==> src/rtl/microcode_sequencer.sv <==
// Opcode/micro-op enumerations shared with the microcode ROM, and the control-unit
// sequencer that walks the ROM through fetch and execute phases.
package OpcodePackage;
    typedef enum logic [7:0] {
        NXI  = 8'h00,
        ATB  = 8'h01,
        GPU  = 8'h02,
        HLT  = 8'h03,
        GDT7 = 8'h04,
        WMT  = 8'h05,
        WUT  = 8'h06,
        WFT  = 8'h07,
        WDD  = 8'h08,
        WCY  = 8'h09
    } Opcode_enum;
endpackage

package MicrocodePackage;
    typedef enum logic [7:0] {
        ENDMICRO   = 8'h00,
        NOP        = 8'h01,
        PC_to_MAR  = 8'h02,
        RAM_to_IR  = 8'h03,
        PC_inc     = 8'h04,
        A_to_B     = 8'h05,
        START_GPU  = 8'h06,
        WAIT_GPU   = 8'h07,
        WAIT_MT    = 8'h08,
        WAIT_UT    = 8'h09,
        WAIT_FT    = 8'h0A,
        WAIT_DD    = 8'h0B,
        WAIT_CYCLE = 8'h0C,
        HLT_CLK    = 8'h0D
    } Microcode_enum;
endpackage

module microcode_sequencer #(
    parameter int CYCLE_W   = 6,
    parameter int MAX_CYCLE = 63
) (
    input  logic                          clk,
    input  logic                          rst,
    input  OpcodePackage::Opcode_enum     ir_opcode,
    input  MicrocodePackage::Microcode_enum ucode,
    input  logic                          gpu_busy,
    input  logic                          mt_busy,
    input  logic                          ut_busy,
    input  logic                          ft_busy,
    input  logic                          dd_busy,
    input  logic                          resume,
    output OpcodePackage::Opcode_enum     operation,
    output logic [CYCLE_W-1:0]            cycle,
    output logic                          exec_en,
    output logic                          fetch_phase,
    output logic                          halted,
    output logic                          instr_done,
    output logic                          seq_err
);
    import OpcodePackage::*;
    import MicrocodePackage::*;

    typedef enum logic [1:0] {FETCH, EXEC, HALT} state_t;

    state_t              state_reg;
    Opcode_enum          operation_reg;
    logic [CYCLE_W-1:0]  cycle_reg;
    logic                fetch_phase_reg;
    logic                halted_reg;
    logic                instr_done_reg;
    logic                seq_err_reg;

    logic stalled;
    logic at_max;
    logic seq_end;

    // A wait op stalls only while its own busy line is high.
    always_comb begin
        stalled = 1'b0;
        case (ucode)
            WAIT_GPU: stalled = gpu_busy;
            WAIT_MT:  stalled = mt_busy;
            WAIT_UT:  stalled = ut_busy;
            WAIT_FT:  stalled = ft_busy;
            WAIT_DD:  stalled = dd_busy;
            default:  stalled = 1'b0;
        endcase
        at_max  = (cycle_reg == CYCLE_W'(MAX_CYCLE));
        seq_end = (ucode == ENDMICRO) || (at_max && !stalled);
        exec_en = !rst && (state_reg != HALT) && (ucode != ENDMICRO) && !stalled;
    end

    always_ff @(posedge clk or posedge rst) begin
        if (rst) begin
            state_reg       <= FETCH;
            operation_reg   <= NXI;
            cycle_reg       <= '0;
            fetch_phase_reg <= 1'b1;
            halted_reg      <= 1'b0;
            instr_done_reg  <= 1'b0;
            seq_err_reg     <= 1'b0;
        end else begin
            instr_done_reg <= 1'b0;
            if (state_reg == HALT) begin
                if (resume) begin
                    state_reg       <= EXEC;
                    cycle_reg       <= cycle_reg + CYCLE_W'(1);
                    halted_reg      <= 1'b0;
                    fetch_phase_reg <= 1'b0;
                end
            end else if (!stalled) begin
                // Running off the end of the counter terminates the sequence as if ENDMICRO.
                if (at_max && (ucode != ENDMICRO))
                    seq_err_reg <= 1'b1;
                if (seq_end) begin
                    cycle_reg <= '0;
                    if (state_reg == FETCH) begin
                        operation_reg   <= ir_opcode;
                        state_reg       <= EXEC;
                        fetch_phase_reg <= 1'b0;
                    end else begin
                        operation_reg   <= NXI;
                        state_reg       <= FETCH;
                        fetch_phase_reg <= 1'b1;
                        instr_done_reg  <= 1'b1;
                    end
                end else if (ucode == HLT_CLK) begin
                    state_reg  <= HALT;
                    halted_reg <= 1'b1;
                end else begin
                    cycle_reg <= cycle_reg + CYCLE_W'(1);
                end
            end
        end
    end

    assign operation   = operation_reg;
    assign cycle       = cycle_reg;
    assign fetch_phase = fetch_phase_reg;
    assign halted      = halted_reg;
    assign instr_done  = instr_done_reg;
    assign seq_err     = seq_err_reg;

endmodule

==> config.mk <==
export PLATFORM = sky130hd
export DESIGN_NAME = microcode_sequencer
export DESIGN_NICKNAME = d
export VERILOG_FILES = /design/src/rtl/microcode_sequencer.sv
export SDC_FILE = /design/constraint.sdc
export NUM_CORES = 1
export LEC_CHECK = 0
export CAP_MARGIN = 25
export CORE_MARGIN = 2
export CORE_UTILIZATION = 42
export DETAILED_ROUTE_END_ITERATION = 12
export GPL_TIMING_DRIVEN = 0
export PLACE_DENSITY = 0.79
export SYNTH_ARGS = -nofsm -noshare
export SYNTH_HDL_FRONTEND = slang
export SYNTH_SLANG_ARGS = --single-unit
export TNS_END_PERCENT = 50
==> constraint.sdc <==
create_clock -name clk -period 2.2 [get_ports clk]
set_clock_uncertainty 0.1 [all_clocks]
set_input_delay 0.44 -clock clk [delete_from_list [all_inputs] [get_ports clk]]
set_output_delay 0.44 -clock clk [all_outputs]
set_load 0.02 [all_outputs]
==> metrics.md <==
| Metric | Value |
|---|---|
| Combinational fraction of design power | 0.442 |
| Register area share after synthesis | 0.488 |
| PortBufs | 42 |
| Top_reg_cell synth | dfrtp_1 |
| CTS Buffer Depth | 2 |
| Initial core utilization | 0.456 |
| Drc violations | 0 |
| Mux share of post-synthesis cell area | 0.0426 |
| Post-place instance area | ~1500 sq um |
| CP peak stage delay | 0.43 ns |
| Nets | 182 |
| #FFs+latches synth | 20 |
| Std cell rows | 17 |
| Asr flop ratio synth | 1.00 |
| Hpwl dp | between 1500 and 2000 microns |
| RSZ-0062 raised after global routing | true |
| FF-to-FF path depth | 7 |
| DR WL/cell | 13.2 microns |
| Crit start category | input port |
| Gr usage total | 0.188 |
| Pwr Density | 1030 nW/um^2 |
| Synth warn | 0 |
| Worst hold path class | register to register |
| Psw | between 0.5 and 0.6 mW |
| Placed Instances | about 170 |
| Final setup fails | 0 |
| R2r setup slk | 0.11 ns |
| Number of distinct library cells after synthesis | 33 |
| DRT iter0 DRCs | 13 |
| Sw frac | 0.347 |
| Via-to-Cell Ratio | 5.23 |
| Post-synth EDFFs | 0 |
| Hold Crit Start | fetch_phase |
| Met2 routed WL | roughly 1300 microns |
| Hold_ws | approximately 0.37 ns |
| CTS tree | built |
| Worst-path clk slew | 0.12 ns |
| Crit-path cells | dlygate4sd2_1 -> or4_4 -> nand3b_1 -> nand3_2 -> nor2_2 -> buf_6 |
| Fin crit share | 0.974 |
| Fin area | 1570 sq um |
| CP required | 1.66 ns |
| Tmin final | 2.14 ns |
| Setup TNS | 0 ns |
| Main combinational cell family by area after synthesis | simple AND/OR/NAND/NOR gates |
| Crit path kind | input port to primary output |
| Most frequent cells in the layout | clkdlybuf4s50_1 (28), nand2_1 (22), dfrtp_1 (19) |
| Antenna-violating nets left | 0 |
| H-tree levels | 1 |
| Clk pwr share | 0.185 |
| First-pass GRT wire length | 3880 microns |
| Total length of routed wires | 2440 microns |
| Worst-Margin Slew | 0.734 ns |
| Initial antenna violation count | 0 |
| Leak pwr | 0.739 nW |
| Sequential cell fraction of total power | 0.374 |
| R2r endpoint | cycle[3] |
| Xor/xnor share of the synthesized area | 0 |
| N_diodes | 0 |
| DP Worst Slack | -0.898 ns |
| Die span in y | 53.5 microns |
| Syn_nets | 129 |
| PnR worst setup slack | 0.0567 ns |
| Max frequency | 467 MHz |
| Total Power | 1.61 mW |
| Die W | 53.5 microns |
| Clk_lat worst skew | 0.30 ns |
| Arrival @ worst endpoint | 1.60 ns |
| Largest net degree at the start of global routing | 21 |
| Die ar. | 2860 sq um |
| CTS root buffer | clkbuf_4 |
| Vias | 962 |
| Synth Area in Adders | 0.0122 |
| Uppermost layer routed | met4 |
| Reg2reg start | state_reg[1] |
| WHS Endpoint | fetch_phase |
| Vias in the first global route | 923 |
| RD Place Congestion | 0.767 |
| Slew HR | 0.510 |
| Synth Area in Simple Gates | 0.245 |
| Largest fanout on the critical path | 3 |
| Post-Synthesis Cells | 104 |
| Total CTS buffers | 3 |
| Ports | 43 |
| Final Max Tran Viols | 0 |
| Met1 wire length | 1020 microns |
| Worst vdd ir | 823 uV |
| WL met3 | 118 microns |
| Post-synthesis cell area | 1030 sq um |
| Final Util | 0.694 |
| Share of layout cells above drive strength 1 | 0.212 |
| Total gr overflow | 0 |
| Outcome | completed |
| Largest register FFs | 8 |
| Drt first pass iters | 4 |
| Core area | ~2300 sq um |
| Cell internal pwr | 1.05 mW |
| WHS Path Cells | 2 |
| Setup crit end kind | primary output |
| Syn Area/Cell | 9.88 sq um |
| Post-synthesis compound-gate area fraction | 0.188 |
| Most common cell after layout, fill and taps aside | clkdlybuf4s50_1 |
| Slowest CP cell | or4_4 |
| Clk sinks | 20 |
| Fin cells | between 150 and 200 |
| Area grow syn2layout | 52.4% |
| Max Cap Violations | 0 |
| Final hold vios | 0 |
==> layer usage <==
layer  vias to the layer above  GRT usage
li1                        469          -
met1                       466      0.225
met2                        25      0.325
met3                         2     0.0367
met4                         0     0.0769
met5                         -          0
==> worst max path at each step <==
stage	start	slack (ns)	endpoint
after floorplan	dd_busy	0.06	exec_en
after global placement	ucode[3]	-0.90	exec_en
after detailed placement	ucode[3]	-0.90	exec_en
after CTS	ucode[6]	0.005	exec_en
after global routing	ucode[1]	-0.02	exec_en
final	ucode[5]	0.06	exec_en
==> cells in the mapped netlist, types with 2 or more instances <==
master | number | area [sq um]
o21ai_0 | 8 | 40.0
o21bai_1 | 2 | 15.0
nand2b_1 | 2 | 12.5
nand2_1 | 22 | 82.6
a21oi_1 | 2 | 10.0
a21o_1 | 4 | 30.0
inv_1 | 4 | 15.0
buf_2 | 2 | 10.0
nor2_1 | 9 | 33.8
dfrtp_1 | 19 | 475
a22o_1 | 5 | 43.8
nand3_1 | 4 | 20.0
==> cells by family (layout without fill, tap and decap cells) <==
kind of cell,after synthesis,count (layout)
adder cells (fa/ha/maj),1,1
multiplexers,3,3
buffers and inverters,6,58
AND/OR/NAND/NOR,48,48
AO/OA/AOI/OAI,26,26
flip-flops,20,20
==> power groups by stage <==
| stage | registers, mW | logic (mW) | clock network, mW |
|---|---|---|---|
| floorplan | 0.729 | 0.257 | 0 |
| global placement | 0.601 | 0.692 | 0 |
| detailed placement | 0.609 | 0.709 | 0 |
| CTS | 0.601 | 0.713 | 0.302 |
| global route | 0.622 | 0.782 | 0.319 |
| finish | 0.601 | 0.710 | 0.297 |
==> area by class of cell <==
class                   count  area (sq um)
multi-input cells          78           510
flip-flops and latches     20           502
inverters                   4          15.0
well taps                  28          35.0
plain buffers               2          10.0
clock buffers               3          22.5
fillers                   191           689
repair buffers             48           440
clock inverters             1          30.0
==> critical path, delay by kind of cell <==
family                 cells  cell delay [ns]
buffers and inverters      2             0.36
AND/OR/NAND/NOR            4             0.81
==> what timing repair did <==
item                                    CTS  global route
hold buffers                              0             0
pin swaps                                 4             5
setup buffers                             4             2
endpoints found under the setup margin   17            15
cloned                                    0             0
resized for setup                        26             9
Note: power is estimated with default switching activity, not from simulation.
